**src/rtl/activation_derivative_if.sv**
```systemverilog
// activation_derivative_if: valid/ready input and output channels of the activation derivative block.
// err_data exists only when GRAD_MUL_EN is defined.
interface activation_derivative_if #(
  parameter int data_size = 16,
  parameter int size = 3,
  parameter int activate_size = 4
);
  logic in_valid;
  logic in_ready;
  logic [data_size*size-1:0] in_data;
  logic [activate_size-1:0] act;
`ifdef GRAD_MUL_EN
  logic [data_size*size-1:0] err_data;
`endif
  logic out_valid;
  logic out_ready;
  logic [data_size*size-1:0] out_data;
  modport master (
`ifdef GRAD_MUL_EN
    output err_data,
`endif
    output in_valid, in_data, act, out_ready,
    input in_ready, out_valid, out_data
  );
  modport slave (
`ifdef GRAD_MUL_EN
    input err_data,
`endif
    input in_valid, in_data, act, out_ready,
    output in_ready, out_valid, out_data
  );
endinterface

```
**src/rtl/activation_derivative.sv**
```systemverilog
// activation_derivative: serial per-lane f'(y) for LINEAR/BINARY/SIGMOID/TANH on one shared multiplier.
// GRAD_MUL_EN: also multiplies each derivative by the latched error lane (two cycles per lane).
module activation_derivative #(
  parameter int data_size = 16,
  parameter int frac_bits = 8,
  parameter int size = 3,
  parameter int activate_size = 4
) (
  input logic clk,
  input logic reset,
  activation_derivative_if.slave bus
);
  localparam int ds = data_size;
  localparam int lw = size > 1 ? $clog2(size) : 1;
  localparam logic [lw-1:0] last = lw'(size - 1);
  localparam logic signed [ds-1:0] smax = {1'b0, {(ds-1){1'b1}}};
  localparam logic signed [ds-1:0] smin = {1'b1, {(ds-1){1'b0}}};
  localparam logic signed [ds-1:0] one = ds'(1 << frac_bits);
  typedef enum logic [1:0] {IDLE, CALC, DONE} state_t;
  state_t state;
  logic [lw-1:0] lane;
  logic [ds*size-1:0] y_reg;
  logic [activate_size-1:0] act_reg;
  logic signed [ds-1:0] res [size];
  logic signed [ds-1:0] y_lanes [size];
  logic signed [ds-1:0] y_cur, ma, mb, mres, d, res_val;
  logic signed [2*ds-1:0] prod, shifted;
  logic signed [ds:0] dy, d1;
  logic wr;
`ifdef GRAD_MUL_EN
  logic [ds*size-1:0] e_reg;
  logic signed [ds-1:0] e_lanes [size];
  logic phase;
  logic signed [ds-1:0] d_reg;
`endif
  function automatic logic signed [ds-1:0] sat1(input logic signed [ds:0] v);
    return v > (ds+1)'(smax) ? smax : v < (ds+1)'(smin) ? smin : v[ds-1:0];
  endfunction
  for (genvar g = 0; g < size; g++) begin : g_lane
    assign y_lanes[g] = y_reg[(size-g)*ds-1 -: ds];
    assign bus.out_data[(size-g)*ds-1 -: ds] = res[g];
`ifdef GRAD_MUL_EN
    assign e_lanes[g] = e_reg[(size-g)*ds-1 -: ds];
`endif
  end
  // Phase 0 squares y; phase 1 (gradient build only) multiplies err by the held derivative.
  always_comb begin
    y_cur = y_lanes[lane];
`ifdef GRAD_MUL_EN
    ma = phase ? e_lanes[lane] : y_cur;
    mb = phase ? d_reg : y_cur;
`else
    ma = y_cur;
    mb = y_cur;
`endif
    prod = ma * mb;
    shifted = prod >>> frac_bits;
    mres = shifted > (2*ds)'(smax) ? smax : shifted < (2*ds)'(smin) ? smin : shifted[ds-1:0];
    dy = (ds+1)'(y_cur) - (ds+1)'(mres);
    d1 = (ds+1)'(one) - (ds+1)'(mres);
    d = act_reg == activate_size'(2) ? sat1(dy) :
        act_reg == activate_size'(3) ? sat1(d1) :
        act_reg == activate_size'(1) ? '0 : one;
`ifdef GRAD_MUL_EN
    wr = phase;
    res_val = mres;
`else
    wr = 1'b1;
    res_val = d;
`endif
  end
  always_ff @(posedge clk or posedge reset)
    if (reset) begin
      state <= IDLE;
      bus.in_ready <= 1'b1;
      bus.out_valid <= 1'b0;
      lane <= '0;
      y_reg <= '0;
      act_reg <= '0;
      res <= '{default: '0};
`ifdef GRAD_MUL_EN
      e_reg <= '0;
      phase <= 1'b0;
      d_reg <= '0;
`endif
    end else
      case (state)
        IDLE: if (bus.in_valid) begin
          y_reg <= bus.in_data;
          act_reg <= bus.act;
`ifdef GRAD_MUL_EN
          e_reg <= bus.err_data;
          phase <= 1'b0;
`endif
          lane <= '0;
          bus.in_ready <= 1'b0;
          state <= CALC;
        end
        CALC: begin
          if (wr) begin
            res[lane] <= res_val;
            lane <= lane == last ? '0 : lane + 1'b1;
            if (lane == last) begin
              state <= DONE;
              bus.out_valid <= 1'b1;
            end
          end
`ifdef GRAD_MUL_EN
          phase <= !phase;
          if (!phase) d_reg <= d;
`endif
        end
        DONE: if (bus.out_ready) begin
          bus.out_valid <= 1'b0;
          bus.in_ready <= 1'b1;
          state <= IDLE;
        end
        default: state <= IDLE;
      endcase
endmodule

```
**src/flat_wrapper.sv**
```systemverilog
// flat-port wrapper written by rule: the top's interface ports become plain ports
module activation_derivative_flat 
#(
  parameter int data_size = 16,
  parameter int frac_bits = 8,
  parameter int size = 3,
  parameter int activate_size = 4
)
  (clk, reset, bus_in_valid, bus_in_data, bus_act, bus_out_ready, bus_in_ready, bus_out_valid, bus_out_data);
  activation_derivative_if #(.data_size(data_size), .size(size), .activate_size(activate_size)) bus_i ();
  input logic clk;
  input logic reset;
  input wire logic [$bits(bus_i.in_valid)-1:0] bus_in_valid;
  input wire logic [$bits(bus_i.in_data)-1:0] bus_in_data;
  input wire logic [$bits(bus_i.act)-1:0] bus_act;
  input wire logic [$bits(bus_i.out_ready)-1:0] bus_out_ready;
  output wire logic [$bits(bus_i.in_ready)-1:0] bus_in_ready;
  output wire logic [$bits(bus_i.out_valid)-1:0] bus_out_valid;
  output wire logic [$bits(bus_i.out_data)-1:0] bus_out_data;
  assign bus_i.in_valid = bus_in_valid;
  assign bus_i.in_data = bus_in_data;
  assign bus_i.act = bus_act;
  assign bus_i.out_ready = bus_out_ready;
  assign bus_in_ready = bus_i.in_ready;
  assign bus_out_valid = bus_i.out_valid;
  assign bus_out_data = bus_i.out_data;
  activation_derivative #(.data_size(data_size), .frac_bits(frac_bits), .size(size), .activate_size(activate_size)) u_core (.clk(clk), .reset(reset), .bus(bus_i));
endmodule
```
**config.mk**
```make
export PLATFORM = sky130hd
export DESIGN_NAME = activation_derivative_flat
export DESIGN_NICKNAME = d
export VERILOG_FILES = /design/src/rtl/activation_derivative_if.sv /design/src/rtl/activation_derivative.sv /design/src/flat_wrapper.sv
export SDC_FILE = /design/constraint.sdc
export NUM_CORES = 1
export LEC_CHECK = 0
export CAP_MARGIN = 15
export CORE_MARGIN = 2
export CORE_UTILIZATION = 50
export DETAILED_ROUTE_END_ITERATION = 7
export HOLD_SLACK_MARGIN = 0.06
export PLACE_DENSITY = 0.67
export REMOVE_ABC_BUFFERS = 1
export SYNTH_ARGS = -nofsm -noshare
export SYNTH_HDL_FRONTEND = slang
export SYNTH_SLANG_ARGS = --single-unit
```
**constraint.sdc**
```tcl
create_clock -name clk -period 33.7 [get_ports clk]
set_input_delay 6.74 -clock clk [delete_from_list [all_inputs] [get_ports clk]]
set_output_delay 6.74 -clock clk [all_outputs]
set_load 0.005 [all_outputs]
```
==> impl_metrics.toml, run 1 <==
[run_status]
outcome = "complete, no violations"

[critical_path]
rr_startpoint = "u_core.lane[0]"
worst-r2r-cell-count = 38
reg2reg_slack_ns = 20.76
cpLargestDelayFamily = "compound AO/OA/AOI/OAI gates"
reg2reg_to = "u_core.bus.out_data[25]"
cp_max_fo = 21
cpPeakStageDelay_ns = 0.85
crit_start = "u_core.lane[0]"
end_kind = "flip-flop"
worstPathArrival_ns = 13.22
crit_slowest_cell = "xnor2_1"
crit_type = "flip-flop to flip-flop"
worst-path-buf-inv = 6
start_kind = "flip-flop"
required_ns = 33.98
crit_top_cell = "fa_1"

[timing]
relSlewSlack_pct = 28.12
hold_violations = 0
setup_viol = 0
skew_ns = 0.01659
rsz0062_at_grt = "no"
slew_viol_final = 0
fmax_ghz = 0.07729
setup_ws_ns = 20.76
tightest_slew_ns = 1.070
fin_tns_setup_ns = 0
period_minus_slack_ns = 12.94
fin_crit_sh_pct = 38.39

[floorplan]
fp.dieArea_um2 = 31910
fp-row-count = 63
die_w_um = 178.6
num_io_pins = 106
start_util_pct = 51.17
die_h_um = 178.6
fp.coreArea_um2 = 29800

[clock_tree]
path_clk_slew_ns = 0.08
postCtsSetupRepairBufs = 0
clock-sinks = 106
cts_inserted_buffers = 9
hold_buffers = 0
clk_path_buf_depth = 2
clk_latency_ns = 0.36
htreeDepth = 3
cts_tree = "done"
cts_root_buf = "clkbuf_16"
cts_resized = 0

[drt]
antenna_left = 0
vias_per_cell = 5.550
drc = 0
vias = 12200
wl_per_cell_um = 18.59
routed_wl_um = 40870
drtIter0Drc = 830
dr.pass1.iters = 8

[synthesis]
synth.cell_area_um2 = 15250
synth_top_area_share_pct = 30.59
ys_seq_elements = 106
synth_common_cells = "inv_1 (369), fa_1 (233), nor2_1 (162)"
synth.area.top_cells = "fa_1 (31%), dfrtp_1 (17%), inv_1 (9.1%), ha_1 (8.7%), nor2_1 (4.0%)"
ys_dominant_reg_cell = "dfrtp_1"
syn_inst = 1719
synth_seq_area_share_pct = 17.41
synth_cell_types = 75
yosysMostFrequentCell = "inv_1"
yosysTopAreaCell = "fa_1"
synth_area_per_cell_um2 = 8.870
async_flop_share_pct = 100.0
synth_enable_flop_cells = 0
yosys_warnings = 0

[grt]
grt_antenna_before_repair = 0
grt_max_degree = 74
grt_util_all_layers_pct = 27.47
grt_pass1_vias = 12960
grt_pass1_wl_um = 67720
grt_overflow = 0

[cells_and_area]
syn2layout_area_growth_pct = 11.92
postLayoutCellArea_um2 = 17060
nets = 2198
antenna_cells = 0
drive_above_1_share_pct = 6.305
fill_cells = 2731

[placement]
numPortBuffers = 105
placed_area_um2 = 16750
dp_hpwl_um = 33230
place.gp.congestion = 0.9605
dp_slack_ns = 20.28

[worst_hold_path]
hold_class = "flip-flop to flip-flop"
min_to = "u_core.bus.out_valid"
hp-start = "u_core.bus.out_valid"
whs_path_depth = 2

[job]
cap_violations = 0
## final cells by class
class	count	area (um2)	area share (%)
Clock buffer	9	225.2	1.320
Clock inverter	7	80.08	0.4693
Inverter	375	1410	8.264
Multi-Input combinational cell	1185	10990	64.43
Sequential cell	106	2654	15.55
Tap cell	390	488.0	2.860
Timing Repair Buffer	126	1212	7.105
## stage by stage
step           util [%]  std cells  hold WS, ns
6_report          57.27       2198       0.4764
5_1_grt           57.27       2198       0.5143
3_5_place_dp      56.21       2181       0.4648
2_1_floorplan         -       1666       0.4674
4_1_cts           57.23       2197       0.4824
3_3_place_gp      56.21       2181       0.4592
## cell families (layout without fill, tap and decap cells)
| logic type | count (synthesis) | count (layout) | share of synthesized area [%] |
|---|---|---|---|
| AND/OR/NAND/NOR | 452 | 452 | 13.38 |
| buffers and inverters | 428 | 517 | 10.57 |
| adder cells (fa/ha/maj) | 339 | 339 | 39.29 |
| AO/OA/AOI/OAI | 272 | 272 | 11.32 |
| flip-flops | 106 | 106 | 17.41 |
| multiplexers | 72 | 72 | 5.162 |
| XOR/XNOR | 50 | 50 | 2.872 |
## tightest hold or removal path, stage by stage, from the launching register on
cell	delay, ns
dfrtp_1	0.35
nand2_1	0.05
nand2_1	0.05
## per-layer routing
metal / up-vias / global-route usage, % / wire length (um)
li1: 5627 / - / -
met1: 6087 / 35.56 / 16810
met2: 404 / 46.70 / 19890
met3: 80 / 4.390 / 2756
met4: 0 / 9.824 / 1410
met5: - / 0 / 0
## worst max path at each step
stage	to	slack [ns]	cells after the start
6_report	u_core.bus.out_data[25]	20.76	38
5_1_grt	u_core.bus.out_data[14]	19.64	39
4_1_cts	u_core.bus.out_data[12]	20.24	39
3_5_place_dp	u_core.bus.out_data[12]	20.28	39
3_3_place_gp	u_core.bus.out_data[34]	20.67	39
2_1_floorplan	u_core.bus.out_data[34]	21.32	35
## cell usage in the layout, fill, tap and decap left out, types with 9 or more instances in the layout
cell	instances
a211oi_1	16
a21o_1	11
a21oi_1	97
and2_1	9
buf_4	20
clkbuf_16	9
clkdlybuf4s50_1	105
dfrtp_1	105
fa_1	233
ha_1	106
inv_1	368
mux2_2	53
mux2i_1	19
nand2_1	159
nand3_1	24
nand4_1	12
nor2_1	161
nor2b_1	10
nor3_1	17
o21a_1	9
o21ai_0	55
xnor2_1	33
xor2_1	17
Power of run 1 is not shown: default switching activity piles up to over one toggle a cycle in this logic, so the estimate is an artifact.
==> inputs of run 2 (changes only) <==
--- a/config.mk
+++ b/config.mk
@@ -10,7 +10,7 @@
 export CORE_UTILIZATION = 50
 export DETAILED_ROUTE_END_ITERATION = 7
 export HOLD_SLACK_MARGIN = 0.06
-export PLACE_DENSITY = 0.67
+export PLACE_DENSITY = 0.7
 export REMOVE_ABC_BUFFERS = 1
 export SYNTH_ARGS = -nofsm -noshare
 export SYNTH_HDL_FRONTEND = slang
==> constraint.sdc (replaced) <==
create_clock -name clk -period 11.5 [get_ports clk]
set_input_delay 2.3 -clock clk [delete_from_list [all_inputs] [get_ports clk]]
set_output_delay 2.3 -clock clk [all_outputs]
set_load 0.005 [all_outputs]
==> impl_metrics.toml, run 2 (synthesized netlist as in run 1, its figures left out) <==
[timing]
fin_tns_setup_ns = 0
fin_crit_sh_pct = 95.23
tightest_slew_ns = 0.8973
slew_viol_final = 0
period_minus_slack_ns = 10.95
hold_violations = 0
relSlewSlack_pct = 39.90
setup_viol = 0
skew_ns = 0.009593
fmax_ghz = 0.09131

[worst_hold_path]
hp-start = "u_core.bus.out_data[15]"
min_to = "u_core.bus.out_data[15]"
whs_path_depth = 2
hold_class = "flip-flop to flip-flop"

[grt]
busiest_layer = "met2"
grt_antenna_before_repair = 0
grt_max_degree = 69
groute.layer.met3.usage_pct = 4.113
grt_pass1_wl_um = 67430
grt_util_all_layers_pct = 27.70
grtUsageMet1_pct = 38.08
grt_overflow = 0
grtUsageMet2_pct = 45.88
grt_pass1_vias = 12920

[drt]
dr.pass1.iters = 5
vias = 12320
vias_per_cell = 5.524
routed_wl_um = 41120
drc = 0
drtIter0Drc = 952
wl_per_cell_um = 18.44
antenna_left = 0

[floorplan]
fp.coreArea_um2 = 29800
fp-row-count = 63
fp.dieArea_um2 = 31910
num_io_pins = 106
die_h_um = 178.6
die_w_um = 178.6
start_util_pct = 51.17

[critical_path]
crit_start = "u_core.lane[1]"
cpPeakStageDelay_ns = 0.59
cp_max_fo = 20
rr_startpoint = "u_core.lane[1]"
required_ns = 11.73
end_kind = "flip-flop"
start_kind = "flip-flop"
crit_type = "flip-flop to flip-flop"
reg2reg_to = "u_core.bus.out_data[44]"
reg2reg_slack_ns = 0.55
worst-r2r-cell-count = 40
worstPathArrival_ns = 11.18
crit_slowest_cell = "fa_1"

[clock_tree]
htreeDepth = 3
cts_root_buf = "clkbuf_16"
clock-sinks = 106
clk_latency_ns = 0.37
path_clk_slew_ns = 0.08
clk_path_buf_depth = 2
cts_inserted_buffers = 9
cts_tree = "done"

[cells_and_area]
final_cell_mix = "inv_1 (363), fa_1 (232), nor2_1 (159)"
drive_above_1_share_pct = 10.28
multiInputGateArea_um2 = 11180
final_cells = 2230
fill_cells = 2643
register_area_um2 = 2654
syn2layout_area_growth_pct = 14.75
nets = 2229
final_common_cell = "inv_1"

[job]
cap_violations = 0

[run_status]
outcome = "complete, no violations"

[placement]
dp_cells = 2208
dp_hpwl_um = 34360
numPortBuffers = 105
place.gp.congestion = 0.9528
run 2: changes by cell type in the layout (fill, tap and decap cells not counted), sizes merged:
cell | before | now
clkinvlp | 1 | 2
buf | 21 | 52
clkbuf | 9 | 11
diode | 0 | 1
inv | 374 | 376
clkinv | 7 | 2
run 2: worst max path at each step:
stage | end | slack (ns) | depth (start not counted)
2_1_floorplan | u_core.bus.out_data[34] | -0.88 | 35
3_3_place_gp | u_core.bus.out_data[0] | 0.14 | 38
3_5_place_dp | u_core.bus.out_data[36] | -0.1 | 37
4_1_cts | u_core.bus.out_data[36] | 0.08 | 37
5_1_grt | u_core.bus.out_data[30] | -0.04 | 41
6_report | u_core.bus.out_data[44] | 0.55 | 40
run 2: final cells by class:
class	instances	share of cell area (%)
Antenna cell	1	0.01430
Clock buffer	11	1.445
Clock inverter	5	0.2574
Inverter	375	8.081
Multi-Input combinational cell	1185	63.89
Sequential cell	106	15.17
Tap cell	390	2.789
Timing Repair Buffer	157	8.352
run 2: critical path, delay by kind of cell, from the launching register on:
family,cells,cell delay (ns)
buffers and inverters,7,0.89
AOI/OAI and AO/OA,18,3.91
DFF,1,0.40
and+or+nand+nor,5,1.26
muxes,2,0.39
adders and majority gates,8,3.91
run 2: through the flow:
step	utilization [%]	instance area (um2)	worst slack, ns	hold slack [ns]
2_1_floorplan	-	15040	-0.8755	0.4674
3_3_place_gp	56.91	16960	0.1448	0.4609
5_1_grt	58.71	17490	-0.04183	0.4985
3_5_place_dp	56.91	16960	-0.09661	0.4699
6_report	58.72	17500	0.5483	0.4797
4_1_cts	57.92	17260	0.08385	0.4860
run 2: timing repair:
action,4_1_cts,5_1_grt
pin swaps,0,3
buffers inserted,0,5
endpoints found under the setup margin,37,48
hold buffers,0,0
gates resized for setup,2,59
run 2: layer usage:
layer  share of wire [%]  routed length (um)  up-vias
li1                    -                   -     5695
met1                  44               18240     6226
met5                   0                   0        -
met2                  48               19540      344
met4                 2.2                 886        0
met3                 6.0                2457       54
Power of run 2 is left out for the same reason.
==> patch (flow settings as in run 1) <==
`frac_bits` is set to 8 in 2 places; all go to 7.
--- a/src/rtl/activation_derivative.sv
+++ b/src/rtl/activation_derivative.sv
@@ -4,3 +4,3 @@
   parameter int data_size = 16,
-  parameter int frac_bits = 8,
+  parameter int frac_bits = 7,
   parameter int size = 3,
--- a/src/flat_wrapper.sv
+++ b/src/flat_wrapper.sv
@@ -4,3 +4,3 @@
   parameter int data_size = 16,
-  parameter int frac_bits = 8,
+  parameter int frac_bits = 7,
   parameter int size = 3,
Check against the original RTL: not equivalent (a bounded check fails within 4 cycles, from zero or initial values and one cycle with reset high).
==> patch against run 1 <==
Cell area grew 1.2%; die area grew 1.1%; non-clock buffer count is the same; sequential cell count is the same; critical path type unchanged; synthesized area grew 1.1%; wire length grew 0.90%; largest cell class unchanged; setup slack lost 0.34 ns; cell count shrank 0.18%.
Power is left out: the tool's default activity adds up to more than one toggle a clock period on the data nets, which glitch-free logic cannot reach.
==> patch: results (changes against run 1) <==
stage,metric,value,unit,change
run_status,outcome,"complete, no violations",,unchanged
critical_path,Top delay family on crit path,adder cells,,was compound AO/OA/AOI/OAI gates
logic_synthesis,"Seq/Total Area, Yosys",17.21,%,was 17.41%
placement,Port Buffer Count,105,,unchanged
global_route,global-route wire length before repair,68980,µm,was 67720 µm
critical_path,Crit. Startpoint,u_core.lane[0]$_DFFE_PP0P_,,unchanged
global_route,Global Route Usage Sum,26.81,%,was 27.47%
route,Via density,5.596,,was 5.550
min_path,Min-Delay Path Class,flop to flop,,unchanged
logic_synthesis,Post-synth top cells,"inv_1 (358), fa_1 (233), nor2_1 (153)",,"was inv_1 (369), fa_1 (233), nor2_1 (162)"
logic_synthesis,syn avg cell area,9.012,µm²,was 8.870 µm²
logic_synthesis,dominant synthesized flop cell,dfrtp_1,,unchanged
layout,layout cells sized above 1,6.730,%,was 6.305%
placement,Inst Count DP,2178,,was 2181
route,drt pass-1 iters,7,,was 8
layout,filler cell count,2781,,was 2731
clocking,CTS resizes,0,,unchanged
placement,RD Place Congestion,0.9513,,was 0.9605
critical_path,CP arrival,13.51,ns,was 13.22 ns
critical_path,CP max stage cell,a21oi_1,,was xnor2_1
critical_path,crit path max fanout,21,,unchanged
timing,Slew HR,31.08,%,was 28.12%
logic_synthesis,synth top area cells,"fa_1 (30%), dfrtp_1 (17%), ha_1 (8.8%)",,"was fa_1 (31%), dfrtp_1 (17%), inv_1 (9.1%)"
global_route,number of global-route vias before repair,13236,,was 12957
placement,DPL Wire Length,33480,µm,was 33230 µm
route,Total Routed Length,41240,µm,was 40870 µm
route,WL/cell,18.80,µm,was 18.59 µm
clocking,CTS Buffer Depth,2,,unchanged
clocking,Root Buffer,clkbuf_16,,unchanged
critical_path,max incr delay on CP,0.80,ns,was 0.85 ns
global_route,largest net degree at the start of global routing,70,,was 74
clocking,H-tree Lvls,3,,unchanged
route,initial DRC count,840,,was 830
timing,clock skew,0.01060,ns,was 0.01659 ns
-- patch: layout make-up --
class	count	share of cell area, %
Multi-Input combinational cell	1185	64.87
Sequential cell	106	15.37
Inverter	366	7.969
Timing Repair Buffer	126	6.998
Tap cell	396	2.869
Clock buffer	10	1.326
Clock inverter	5	0.6013
-- patch: per-stage QoR --
stage	instance area (µm²)	hold slack (ns)	setup slack [ns]
3_3_place_gp	16930	0.4670	20.20
4_1_cts	17260	0.4795	19.89
3_5_place_dp	16930	0.4650	19.94
5_1_grt	17270	0.5154	19.36
6_report	17270	0.4730	20.42
2_1_floorplan	15210	0.4740	22.06
-- patch: path summary, 6_finish.rpt --
kind | endpoint | slack, ns | cells after the start
worst max-delay path | u_core.bus.out_data[20]$_DFFE_PP0P_ | 20.42 | 44
worst min-delay path | u_core.bus.out_valid$_DFFE_PP0P_ | 0.47 | 1
worst max register to register | u_core.bus.out_data[20]$_DFFE_PP0P_ | 20.42 | 44
worst min register to register | u_core.bus.out_valid$_DFFE_PP0P_ | 0.47 | 1
max in group asynchronous | u_core.bus.out_data[4]$_DFFE_PP0P_ | 25.67 | 3
min in group asynchronous | u_core.y_lanes[39]$_DFFE_PP0P_ | 6.75 | 2
-- patch: logic make-up (layout without fill, tap and decap cells) --
kind of cell / after synthesis / count (layout) / share of synthesized area [%]
and+or+nand+nor: 441 / 441 / 13.10
adders and majority gates: 341 / 341 / 39.01
xor gates and xnor gates: 51 / 51 / 2.897
muxes: 81 / 81 / 5.704
AOI/OAI and AO/OA: 271 / 271 / 11.81
DFF: 106 / 106 / 17.21
buffers and inverters: 420 / 507 / 10.27
-- patch: layer usage --
layer	up-vias	routed length [µm]	GRT usage, %
met1	6153	17320	34.57
met2	370	20360	46.15
met4	0	1317	8.846
met3	84	2237	4.376
li1	5671	-	-
met5	-	0	0
